### config.mk
export PLATFORM = sky130hd
export DESIGN_NAME = ir_remote_rx
export DESIGN_NICKNAME = d
export VERILOG_FILES = /design/src/rtl/ir_remote_rx.sv
export SDC_FILE = /design/constraint.sdc
export NUM_CORES = 1
export LEC_CHECK = 0
export CAP_MARGIN = 20
export CORE_MARGIN = 1
export CORE_UTILIZATION = 28
export DETAILED_ROUTE_END_ITERATION = 8
export GPL_TIMING_DRIVEN = 1
export PLACE_DENSITY = 0.45
export SLEW_MARGIN = 25
export SYNTH_ARGS = -nofsm -noshare
export SYNTH_HDL_FRONTEND = slang
export SYNTH_SLANG_ARGS = --single-unit
### constraint.sdc
create_clock -name clk -period 3.85 [get_ports clk]
set_input_delay 0.5775 -clock clk [delete_from_list [all_inputs] [get_ports clk]]
set_output_delay 0.5775 -clock clk [all_outputs]
set_load 0.02 [all_outputs]
### src/rtl/ir_remote_rx.sv
// NEC infrared remote receiver.
// Measures mark/space widths of the demodulated IR line in 1 us ticks,
// decodes 32-bit NEC frames and repeat codes, and turns four command codes
// into held button-equivalent levels for the fan controller.
//
// state      | meaning
// -----------+--------------------------------------------------
// IDLE       | line idle, waiting for a leader mark to start
// LEAD_MARK  | inside the 9 ms leader mark
// LEAD_SPACE | inside the leader space (4.5 ms frame / 2.25 ms repeat)
// BIT_MARK   | inside the 560 us mark that starts each data bit
// BIT_SPACE  | inside a data bit space; its width encodes the bit
// STOP_MARK  | inside the final mark after bit 31
// REP_MARK   | inside the final mark of a repeat frame
module ir_remote_rx #(
    parameter int         CLK_HZ        = 100_000_000,
    parameter logic [7:0] ADDR          = 8'h00,
    parameter logic [7:0] CMD0          = 8'h45,
    parameter logic [7:0] CMD1          = 8'h46,
    parameter logic [7:0] CMD2          = 8'h47,
    parameter logic [7:0] CMD3          = 8'h44,
    parameter int         HOLD_MS       = 40,
    parameter logic [3:0] REPEAT_MASK   = 4'b0000,
    parameter int         REPEAT_WIN_MS = 110
) (
    input  logic       clk,
    input  logic       reset_p,
    input  logic       ir_rx,
    output logic [3:0] btn_out,
    output logic       cmd_valid,
    output logic [7:0] cmd_code,
    output logic       rep_valid,
    output logic       frame_err,
    output logic       busy
);
    localparam int DIV     = (CLK_HZ / 1_000_000 > 0) ? CLK_HZ / 1_000_000 : 1;
    localparam int DW      = (DIV > 1) ? $clog2(DIV) : 1;
    localparam int HOLD_US = HOLD_MS * 1000;
    localparam int HW      = $clog2(HOLD_US + 1);
    localparam int WIN_US  = REPEAT_WIN_MS * 1000;
    localparam int WW      = $clog2(WIN_US + 1);
    localparam logic [13:0] CNT_MAX = 14'd16383;
    localparam logic [13:0] T_OUT   = 14'd12000;

    typedef enum logic [2:0] {
        IDLE, LEAD_MARK, LEAD_SPACE, BIT_MARK, BIT_SPACE, STOP_MARK, REP_MARK
    } state_t;

    state_t        state, state_nxt;
    logic [DW-1:0] div_cnt;
    logic          tick;
    logic          sync1, sync2, sync3;
    logic          rise_r, fall_r, edge_r;
    logic [13:0]   width;
    logic [31:0]   sr;
    logic [4:0]    bit_idx;
    logic [HW-1:0] hold_cnt [4];
    logic [WW-1:0] win_cnt;
    logic [3:0]    last_match;

    logic          err, shift_en, shift_bit, eval_frame, eval_rep;
    logic          frame_bad, frame_acc, rep_ok;
    logic [3:0]    match, fire;

    function automatic logic in_win(input logic [13:0] w, input logic [13:0] lo,
                                    input logic [13:0] hi);
        return (w >= lo) && (w <= hi);
    endfunction

    assign tick   = (div_cnt == DW'(DIV - 1));
    assign edge_r = rise_r | fall_r;
    assign busy   = (state != IDLE);

    // 1 us tick prescaler
    always_ff @(posedge clk) begin
        if (reset_p)   div_cnt <= '0;
        else if (tick) div_cnt <= '0;
        else           div_cnt <= div_cnt + 1'b1;
    end

    // two-stage synchronizer plus registered edge detect; idle level is 1
    always_ff @(posedge clk) begin
        if (reset_p) begin
            sync1  <= 1'b1;
            sync2  <= 1'b1;
            sync3  <= 1'b1;
            rise_r <= 1'b0;
            fall_r <= 1'b0;
        end else begin
            sync1  <= ir_rx;
            sync2  <= sync1;
            sync3  <= sync2;
            rise_r <= sync2 & ~sync3;
            fall_r <= ~sync2 & sync3;
        end
    end

    // width counter; the edge cycle is the first tick of the new interval,
    // so the value seen at the next edge equals the interval in us
    always_ff @(posedge clk) begin
        if (reset_p)                         width <= '0;
        else if (edge_r)                     width <= tick ? 14'd1 : 14'd0;
        else if (tick && width != CNT_MAX)   width <= width + 14'd1;
    end

    // next-state decode, width window checks and timeout
    always_comb begin
        state_nxt  = state;
        err        = 1'b0;
        shift_en   = 1'b0;
        shift_bit  = 1'b0;
        eval_frame = 1'b0;
        eval_rep   = 1'b0;
        case (state)
            IDLE: if (fall_r) state_nxt = LEAD_MARK;
            LEAD_MARK: if (edge_r) begin
                if (in_win(width, 14'd8000, 14'd10000)) state_nxt = LEAD_SPACE;
                else                                    err = 1'b1;
            end
            LEAD_SPACE: if (edge_r) begin
                if (in_win(width, 14'd4000, 14'd5000))      state_nxt = BIT_MARK;
                else if (in_win(width, 14'd2000, 14'd2500)) state_nxt = REP_MARK;
                else                                        err = 1'b1;
            end
            BIT_MARK: if (edge_r) begin
                if (in_win(width, 14'd400, 14'd700)) state_nxt = BIT_SPACE;
                else                                 err = 1'b1;
            end
            BIT_SPACE: if (edge_r) begin
                if (in_win(width, 14'd400, 14'd700)) begin
                    shift_en = 1'b1;
                end else if (in_win(width, 14'd1400, 14'd1900)) begin
                    shift_en  = 1'b1;
                    shift_bit = 1'b1;
                end else begin
                    err = 1'b1;
                end
                if (shift_en) state_nxt = (bit_idx == 5'd31) ? STOP_MARK : BIT_MARK;
            end
            STOP_MARK: if (edge_r) begin
                if (in_win(width, 14'd400, 14'd700)) eval_frame = 1'b1;
                else                                 err = 1'b1;
                state_nxt = IDLE;
            end
            REP_MARK: if (edge_r) begin
                if (in_win(width, 14'd400, 14'd700)) eval_rep = 1'b1;
                else                                 err = 1'b1;
                state_nxt = IDLE;
            end
            default: state_nxt = IDLE;
        endcase
        if (state != IDLE && !edge_r && width >= T_OUT) err = 1'b1;
        if (err) state_nxt = IDLE;
    end

    // frame/repeat evaluation and button fire requests
    always_comb begin
        match     = 4'b0000;
        match[0]  = (sr[23:16] == CMD0);
        match[1]  = (sr[23:16] == CMD1);
        match[2]  = (sr[23:16] == CMD2);
        match[3]  = (sr[23:16] == CMD3);
        frame_bad = eval_frame && ((sr[7:0] != ~sr[15:8]) || (sr[23:16] != ~sr[31:24]));
        frame_acc = eval_frame && !frame_bad && (sr[7:0] == ADDR);
        rep_ok    = eval_rep && (win_cnt != '0);
        fire      = 4'b0000;
        if (frame_acc)   fire = match;
        else if (rep_ok) fire = last_match & REPEAT_MASK;
    end

    // state register and LSB-first shift register
    always_ff @(posedge clk) begin
        if (reset_p) begin
            state   <= IDLE;
            sr      <= '0;
            bit_idx <= '0;
        end else begin
            state <= state_nxt;
            if (state == IDLE) begin
                bit_idx <= '0;
            end else if (shift_en) begin
                sr      <= {shift_bit, sr[31:1]};
                bit_idx <= bit_idx + 5'd1;
            end
        end
    end

    // registered status pulses and last decoded command
    always_ff @(posedge clk) begin
        if (reset_p) begin
            cmd_valid  <= 1'b0;
            rep_valid  <= 1'b0;
            frame_err  <= 1'b0;
            cmd_code   <= 8'h00;
            last_match <= 4'b0000;
        end else begin
            cmd_valid <= frame_acc;
            rep_valid <= rep_ok;
            frame_err <= err | frame_bad;
            if (frame_acc) begin
                cmd_code   <= sr[23:16];
                last_match <= match;
            end
        end
    end

    // repeat window down-counter; open while nonzero
    always_ff @(posedge clk) begin
        if (reset_p)                       win_cnt <= '0;
        else if (frame_acc || rep_ok)      win_cnt <= WW'(WIN_US);
        else if (tick && win_cnt != '0)    win_cnt <= win_cnt - 1'b1;
    end

    // per-button hold timers; a fire while already held is ignored
    always_ff @(posedge clk) begin
        for (int i = 0; i < 4; i++) begin
            if (reset_p)                                 hold_cnt[i] <= '0;
            else if (fire[i] && hold_cnt[i] == '0)       hold_cnt[i] <= HW'(HOLD_US);
            else if (tick && hold_cnt[i] != '0)          hold_cnt[i] <= hold_cnt[i] - 1'b1;
        end
    end

    // button level follows its hold timer
    always_comb begin
        btn_out = 4'b0000;
        for (int i = 0; i < 4; i++) btn_out[i] = (hold_cnt[i] != '0);
    end
endmodule
==> impl_results.md <==
- Status: finished, final reports clean
- PortBufs: 18
- Starting Density: between 20% and 30%
- Finish-stage setup viols: 0
- Fillcell total: around 2900
- H-tree Lvls: 4
- Worst setup margin: between 0.3 and 0.4 ns
- CP Launch Type: flop
- GRT met3 Usage: 3.02%
- Final Total Pwr: about 3.8 mW
- Cell Area, Placed: between 8000 and 9000 sq um
- Clock Latency Late Sink: 0.44 ns
- Setup TNS: 0 ns
- Cell taking the most area after synthesis: edfxtp_1
- Worst-path clk slew: 0.07 ns
- Share of layout cells above drive strength 1: 8.32%
- Critical Path AT: roughly 2.9 ns
- Layout area overhead: 16.5%
- Crit path launch: hold_cnt[2][2]
- Post-cts sizing count: 0
- Required time worst endpoint: 3.27 ns
- Post CTS Setup Buffer Count: 0
- Vias in the first global route: about 5500
- Worst-Margin Slew: ~0.95 ns
- Final Cycle Share: 91.2%
- Mapped Area: 7910 sq um
- WL per Instance: approximately 14 microns
- Placed Cells: 1199
- Hold Slack: 0.411 ns
- Pre-CTS WS: about 0.61 ns
- Final Cell Area: 9210 sq um
- Sw frac: around 22%
- Synth warnings: 0
- Core Rows: 61
- Cell breakdown of the critical path: nor3_1 > nand4bb_1 > or3b_1 > or3_1 > clkdlybuf4s50_1
- Initial DRC count: 292
- R2r startpoint: hold_cnt[2][2]
- Crit path max fanout: 6
- Vias: 5722
- DRC errors left: 0
- Overall global routing resource usage: 12.3%
- Min Clock Period, post-route: between 3 and 4 ns
- Leak: 3.36 nW
- Relative slew slack: 35.9%
- PwrDens: about 400 nW/um^2
- Ys flop type: dfxtp_1
- Cts hold-fix bufs: 0
- Die height: 170 microns
- Initial antenna violation count: 0
- #FFs+latches synth: 158
- Number of flops mapped to enable cells by yosys: 64
- Critical Path Max Stage Delay: around 0.59 ns
- Clock Sinks: 158
- Switching pwr: 841 uW
- Fin util: 33.2%
- Cts bufs inserted: 17
- CP Class: reg2out
- Core area: 27800 sq um
- Pin count of the biggest net entering global routing: 58
- Final nets: 854
- Flop pwr share: 47.6%
- Slowest CP cell: clkdlybuf4s50_1
- Max Clock Skew: 0.0147 ns
- Seq/Total Area, Yosys: 48.1%
- Syn Nets: 835
- Max Cap Viol: 0
- Clock Root Buffer: clkbuf_16
- Met1 Track Usage GR: about 17%
- Ant diodes: 0
- 1st-pass router iterations: 5
- Highest clock rate: 0.285 GHz
- Most frequent cells in the layout: nor2_1, dfxtp_1, edfxtp_1, xnor2_1, xor2_1
- Top-area cell type share of the netlist area: between 20% and 30%
- Most common cell after layout, fill and taps aside: nor2_1
- Total congestion overflow: 0
- Total routed wirelength: 17.0 mm
- Die ar.: 28900 sq um
- CTS tree: done
- Post-synthesis cell type count: between 60 and 70
- GR peak layer: met2
- Grt met2 use: a little under a fifth
- Post-layout instance count excluding filler cells: 1231
- Clock power frac: 49.5%
- RSZ-0062 raised after global routing: no
- Worst hold path type: reg2reg
- Vias per std cell: 4.65
- Final Max Tran Viols: 0
- IO Pins: 19
- GP Congestion: 0.784
- Global-route wire length before repair: 28.4 mm
- Maximum VDD drop: 0.293 mV
- Final hold vios: 0
- Syn_area_per_cell: 9.63 sq um
- Combinational group share of total power: 2.9%
- Min-delay src: sync1
- Width of the die: 170 microns
- Syn Inst Count: 821
- Area contributors post-synth: edfxtp_1, dfxtp_1, nor2_1, xnor2_1, mux2i_1
- Routed Antenna Nets: 0
- HPWL Detailed: 11.5 mm
- Cell Int Power: 2.93 mW
- CTS max path bufs: 2
- Fraction of registers with async set/reset: 0%
- Crit end category: primary output
[synth_stat cells, drive strengths merged, types with 4 or more instances]
library cell,n
nor2,152
dfxtp,94
edfxtp,64
xnor2,58
nand2,41
xor2,41
mux2i,39
nor3,31
a21oi,27
clkbuf,26
o21ai,26
nand3,22
inv,21
nor4,20
or3,16
or4,14
buf,12
ha,11
and3,9
a31oi,7
nand3b,7
nand4,7
o211ai,6
and2,4
nand4b,4
nor4b,4
o21a,4
or2,4
[routing by layer]
layer	vias to the layer above	part of all wire [%]
met3	24	2.4
met5	-	0
met1	2683	52
met4	0	2.0
met2	61	44
li1	2954	-
[area by class of cell]
class | instances | area, sq um | area share, %
clock buffers | 19 | 443 | 4.81
clock inverters | 13 | 200 | 2.17
inverters | 21 | 78.8 | 0.856
multi-input cells | 604 | 3870 | 42.1
flip-flops and latches | 158 | 3800 | 41.3
well taps | 378 | 473 | 5.13
repair buffers | 38 | 338 | 3.67
[flip-flops by register name, indices dropped and copies added, names as in the netlist]
signal	flops
sync3	1
win_cnt	17
div_cnt	7
hold_cnt	64
sync2	1
state	3
cmd_code	8
cmd_valid	1
rep_valid	1
width	14
sr	32
rise_r	1
bit_idx	5
sync1	1
frame_err	1
fall_r	1
[worst max-delay path, delay by kind of cell, from the launching register on]
family | cells | cell delay, ns
buffers and inverters | 1 | 0.59
flip-flops | 1 | 0.44
AND/OR/NAND/NOR | 4 | 1.46
[path summary, 6_finish.rpt]
kind	end	depth (start not counted)	slack [ns]
worst max-delay path	btn_out[2]	5	0.34
worst min-delay path	sync2	1	0.41
worst max register to register	hold_cnt[2][1]	8	0.62
worst min register to register	sync2	1	0.41
[power by group through the flow]
stage | sequential, mW | clock (mW) | combinational [mW]
after CTS | 1.79 | 1.92 | 0.112
after floorplan | 1.82 | 0 | 0.0847
final | 1.79 | 1.87 | 0.109
after global placement | 1.83 | 0 | 0.113
after global routing | 1.80 | 1.98 | 0.124
after detailed placement | 1.83 | 0 | 0.111
[kinds of logic after synthesis]
logic type | Yosys count | share of synthesized area, %
AND/OR/NAND/NOR | 354 | 23.1
adder cells (fa/ha/maj) | 11 | 1.74
buffers and inverters | 59 | 2.94
flip-flops | 158 | 48.1
AO/OA/AOI/OAI | 100 | 8.08
multiplexers | 40 | 5.08
XOR/XNOR | 99 | 11.0
Note: power is estimated with default switching activity, not from simulation.
